==> config.mk <==
export PLATFORM = sky130hd
export DESIGN_NAME = stage_four
export DESIGN_NICKNAME = d
export VERILOG_FILES = /design/src/rtl/stage_four.sv
export SDC_FILE = /design/constraint.sdc
export NUM_CORES = 1
export LEC_CHECK = 0
export BUFFER_PORTS_ARGS = -buffer_cell sky130_fd_sc_hd__buf_4
export CORE_AREA = 5 5 42 44
export DETAILED_ROUTE_END_ITERATION = 6
export DIE_AREA = 0 0 47 49
export GPL_ROUTABILITY_DRIVEN = 0
export HOLD_SLACK_MARGIN = 0.08
export MAX_ROUTING_LAYER = met4
export REMOVE_ABC_BUFFERS = 1
export SYNTH_ARGS = -nofsm -noshare
export SYNTH_HDL_FRONTEND = slang
export SYNTH_SLANG_ARGS = --single-unit
==> constraint.sdc <==
create_clock -name clk -period 0.94 [get_ports clk]
set_input_delay 0.047 -clock clk [delete_from_list [all_inputs] [get_ports clk]]
set_output_delay 0.047 -clock clk [all_outputs]
set_load 0.01 [all_outputs]
==> src/rtl/stage_four.sv <==
// rtl/stage_four.sv - two-phase bundled-data pipeline stage with programmable forward delay
module stage_four #(
   parameter int WIDTH       = 3,
   parameter int SYNC_STAGES = 2,
   parameter int DELAY       = 2
) (
   input  logic             clk,
   input  logic             rst,
   input  logic             valid_in,
   input  logic [WIDTH-1:0] data_in,
   output logic             ack_out,
   output logic             valid_out,
   output logic [WIDTH-1:0] data_out,
   input  logic             ack_in
);

   localparam int CW = (DELAY > 1) ? $clog2(DELAY) : 1;

   typedef enum logic [1:0] {
      ST_IDLE,
      ST_DELAY,
      ST_WAIT_ACK
   } state_t;

   state_t        state;
   logic [CW-1:0] count;
   logic          valid_sync;
   logic          ack_sync;

   // Handshake wires may arrive from another timing domain; data is bundled and
   // only sampled once the synchronized request says it is stable.
   generate
      if (SYNC_STAGES == 0) begin : g_raw
         assign valid_sync = valid_in;
         assign ack_sync   = ack_in;
      end else begin : g_sync
         logic [SYNC_STAGES-1:0] v_sync;
         logic [SYNC_STAGES-1:0] a_sync;

         always_ff @(posedge clk) begin
            if (rst) begin
               v_sync <= '0;
               a_sync <= '0;
            end else begin
               v_sync[0] <= valid_in;
               a_sync[0] <= ack_in;
               for (int i = 1; i < SYNC_STAGES; i++) begin
                  v_sync[i] <= v_sync[i-1];
                  a_sync[i] <= a_sync[i-1];
               end
            end
         end

         assign valid_sync = v_sync[SYNC_STAGES-1];
         assign ack_sync   = a_sync[SYNC_STAGES-1];
      end
   endgenerate

   always_ff @(posedge clk) begin
      if (rst) begin
         state     <= ST_IDLE;
         count     <= '0;
         ack_out   <= 1'b0;
         valid_out <= 1'b0;
         data_out  <= '0;
      end else begin
         case (state)
            ST_IDLE: begin
               // Phase mismatch between request and our ack means a token is waiting.
               if (valid_sync != ack_out) begin
                  data_out <= data_in;
                  ack_out  <= ~ack_out;
                  count    <= CW'(DELAY - 1);
                  state    <= ST_DELAY;
               end
            end
            ST_DELAY: begin
               if (count == '0) begin
                  valid_out <= ~valid_out;
                  state     <= ST_WAIT_ACK;
               end else begin
                  count <= count - CW'(1);
               end
            end
            ST_WAIT_ACK: begin
               if (ack_sync == valid_out) begin
                  state <= ST_IDLE;
               end
            end
            default: state <= ST_IDLE;
         endcase
      end
   end

endmodule

# Word-level counts from Yosys, hierarchy flattened
# Cells that the tools add are included.
word_totals:
  register_bits: 12
  in_bits: 7
  word_cells: 31
op_classes:
  addsub: 1
  n_eq_ne: 7
  mux: 7
  n_bitwise: 3
  n_reduce_logical: 6
op_table:
  columns: ["operator", "n"]
  rows:
  - ["$mux W2", 3]
  - ["$ne A2 B2 Y1 const B", 3]
  - ["$pmux W2 S3", 1]
  - ["$reduce_and A2 Y1", 3]
  - ["$not A1 Y1", 3]
  - ["$reduce_and A3 Y1", 1]
  - ["$eq A2 B1 Y1 const B", 1]
  - ["$eq A2 B2 Y1 const B", 1]
  - ["$logic_not A2 Y1", 1]
  - ["$mux W1", 2]
  - ["$pmux W1 S2", 1]
  - ["$reduce_bool A2 Y1", 1]
  - ["$eq A1 B1 Y1", 1]
  - ["$ne A1 B1 Y1", 1]
  - ["$sub A1 B1 Y1 const B", 1]

# Depth between registers and ports, before layout
logic_depth:
  depth_word: 3
  mapped_depth: 3

# Least setup slack after synthesis
# OpenSTA, ideal clock, no wires.
synth_timing:
  path_kind: "register to register"
  from: "reg ack_out"
  to: "reg state[0]"
  setup_ns: 0.103
  t_arrival_ns: 0.949
  required_time_ns: 0.837
  setup_slack_ns: -0.113
  path_stages_with_launch: 4
  path_buffers: 0
  cell_sequence: "dfxtp_1 xor2_2 nor2_2 a2111oi_2"
synth_between:
  elab_chain_len: 3
synth_rtl:
  columns: ["item", "line_no", "text"]
  rows:
  - ["start, declared", "11", "output logic ack_out,"]
  - ["start signal, assigned", "72", "ack_out <= ~ack_out;"]
  - ["$ne A1 B1 Y1", "70", "if (valid_sync != ack_out) begin"]
  - ["$ne A2 B2 Y1 (no source line)", null, null]
  - ["$reduce_and A3 Y1 (no source line)", null, null]
  - ["end signal, assigned", "74", "state <= ST_DELAY;"]
  - ["end signal, assigned", "80", "state <= ST_WAIT_ACK;"]
  - ["end signal, assigned", "87", "state <= ST_IDLE;"]
  - ["end, declared", "25", "state_t state;"]
# No other way between the ends.
# A chain may end at the register's enable or synchronous reset.

# Final worst setup path
layout_timing:
  from: "reg ack_out"
  to: "out ack_out"
# No word-level cell between the ends.

==> results.py <==
metrics = {
    "synth": {
        "synth_most_common_cell": "dfxtp_1",
        "yosysTopAreaCellShare_pct": 52.46,
        "netlist_top_cells_count": "dfxtp_1, nor2b_1, o21ai_0",
        "yosysTopAreaCell": "dfxtp_1",
        "yosysSeqAreaShare_pct": 52.46,
        "avgSynthCellArea_um2": 10.18,
        "ys_async_sr_fraction_pct": 0,
        "synth_cells": 45,
        "ys_ff_latch": 12,
        "synth.cell_area_um2": 457.9,
        "synth_flop_cell": "dfxtp_1",
        "ys_warn_count": 0,
        "synth_edf_count": 0,
        "synth.area.top_cells": "dfxtp_1, nand4b_1, nor2b_1, o21ai_0, nand2b_1",
        "yosysUniqueCellTypes": 19,
    },
    "cells_and_area": {
        "final_nets": 79,
        "finish.utilization_pct": 51.61,
        "drive_gt1_share_pct": 45.71,
        "antennaDiodeCount": 0,
        "area_delta_synth_final_pct": 57.92,
    },
    "drt": {
        "drc": 0,
        "ant_nets": 0,
        "routed_wl_um": 999,
        "drtIter0Drc": 4,
        "post_drt_via_cell_ratio": 4.663,
        "drtPass1Iterations": 2,
        "avgRoutedWirePerCell_um": 11.62,
        "via_count": 401,
    },
    "placement": {
        "hpwl_um": 668.2,
        "port_buffers": 11,
    },
    "timing": {
        "finalCriticalPeriod_ns": 0.9330,
        "max_clock_freq_mhz": 1072,
        "tightestPinTransition_ns": 0.2374,
        "slew_headroom_pct": 84.14,
        "min_period_over_period_pct": 99.26,
        "hold_slack_ns": 0.03872,
        "setup_tns_ns": 0,
        "setup_viol": 0,
        "finalMaxSlewViolations": 0,
        "clock_skew_ns": 0.001372,
        "rsz0062_at_grt": "yes",
        "hold_viol": 0,
    },
    "cts": {
        "tritoncts": "done",
        "post_cts_buffers": 0,
        "clk_pin_slew_ns": 0.07,
        "cts_made_buffers": 3,
        "htreeDepth": 1,
        "clock_latency_ns": 0.27,
        "cts_sinks": 12,
        "cts_hold_buf": 5,
        "root_buffer": "clkbuf_4",
        "cts.path.max_buffers": 2,
    },
    "floorplan": {
        "ios": 12,
        "placementRows": 14,
        "die_width_um": 47,
        "die_area_mm2": 0.002303,
        "start_util_pct": 32.68,
        "coreArea_mm2": 0.001401,
        "fp.dieH_um": 49,
    },
    "global_route": {
        "grt_use_met1_pct": 13.39,
        "grt-ovfl-total": 0,
        "grt_pass1_vias": 466,
        "antenna_found_initial": 0,
        "grt_pass1_wl_mm": 1.911,
        "grtUsageMet3_pct": 2.214,
        "busiest_layer": "met2",
        "grt_usage_pct": 11.47,
        "grt_max_degree": 16,
        "met2_usage_pct": 18.10,
    },
    "worst_hold_path": {
        "hold_start": "rst",
        "worstHoldEndpoint": "g_sync.v_sync[1]",
        "hold_depth": 2,
        "min_path_type": "input pin to register",
    },
    "worst_setup_path": {
        "r2r-end": "count",
        "reg2regPathDepth": 3,
        "crit_type": "register to output pin",
        "reg2reg_setup_slack_ns": 0.007,
        "r2r-start": "ack_out",
        "arrival_ns": 0.89,
        "cp-start-kind": "register",
        "cp_max_fo": 2,
        "crit_path_end_kind": "output pin",
        "required_ns": 0.89,
    },
    "pwr": {
        "irDropWorstVdd_uv": 1037,
        "powerDensity_mw_per_mm2": 1506,
        "p_leak_nw": 0.2966,
    },
    "status": {
        "outcome": "finished, final reports clean",
    },
    "flow_run": {
        "drv_cap": 0,
    },
}
==> area by class of cell <==
type                            count  area [um^2]
Tap cell                           16        20.02
Sequential cell                    12        251.5
Multi-Input combinational cell     29        225.2
Inverter                            3        11.26
Clock buffer                        3        22.52
Timing Repair Buffer               23        192.7
Fill cell                         145        678.2
==> placed cells by master, fill, tap and decap left out, types with 2 or more instances in the layout <==
master	netlist	final
inv_1	3	3
nor2_1	3	2
o21ai_1	0	3
nor2b_1	4	4
dfxtp_2	0	3
nor2_2	1	2
dlygate4sd3_1	0	5
a21oi_1	2	2
buf_4	0	16
dfxtp_1	12	7
buf_6	0	2
nand4b_1	3	3
nand2b_1	3	3
dfxtp_4	0	2
clkbuf_4	0	3
==> critical path: stages (launching register included) <==
cell     delay [ns]
dfxtp_4        0.37
buf_4          0.14
buf_6          0.11
==> per-stage QoR <==
step	total power, mW	setup WS, ns	cells	cell area [um^2]
detailed placement	0.7520	-0.04805	78	609.3
global route	1.146	-0.06265	86	723.2
floorplan	0.6519	-0.1125	44	454.2
CTS	1.070	-0.01849	86	684.4
global placement	0.7496	-0.03038	78	609.3
finish	1.089	0.006996	86	723.2
==> cells by family (layout without fill, tap and decap cells) <==
family | count (synthesis) | count (layout) | share of synthesized area [%]
AOI/OAI and AO/OA | 9 | 9 | 12.84
xor gates and xnor gates | 3 | 3 | 7.379
buffers and inverters | 4 | 29 | 3.278
DFF | 12 | 12 | 52.46
and+or+nand+nor | 17 | 17 | 24.04
==> power by group <==
| part | leakage, nW | switching [mW] | internal [mW] |
|---|---|---|---|
| combinational | 0.182 | 0.0776 | 0.127 |
| sequential | 0.101 | 0.0323 | 0.539 |
| clock | 0.0138 | 0.165 | 0.148 |
==> layer usage <==
| metal | vias up | routed length, um |
|---|---|---|
| met3 | 4 | 54 |
| met5 | - | 0 |
| li1 | 201 | - |
| met2 | 8 | 502 |
| met1 | 188 | 409 |
| met4 | 0 | 33 |
==> flip-flops by register name, indices dropped and copies added (netlist names) <==
name / flops
data_out: 3
g_sync.a_sync: 2
g_sync.v_sync: 2
state: 2
ack_out: 1
count: 1
valid_out: 1
==> how the worst max path moves through the flow <==
stage	start	endpoint	slack [ns]	cells past startpoint
after floorplan	ack_out	state[0]	-0.11	3
after global placement	g_sync.v_sync[1]	state[0]	-0.03	3
after detailed placement	g_sync.v_sync[1]	state[0]	-0.05	3
after CTS	state[0]	valid_out	-0.02	3
after global routing	ack_out	state[0]	-0.06	3
final	ack_out	ack_out	0.007	2
==> repair_timing <==
item                                    4_1_cts  5_1_grt
pin swaps                                     3        2
gates resized for setup                       3       13
hold endpoints to repair                     12        9
endpoints found under the setup margin        6        8
(Power assumes the default switching activity.)
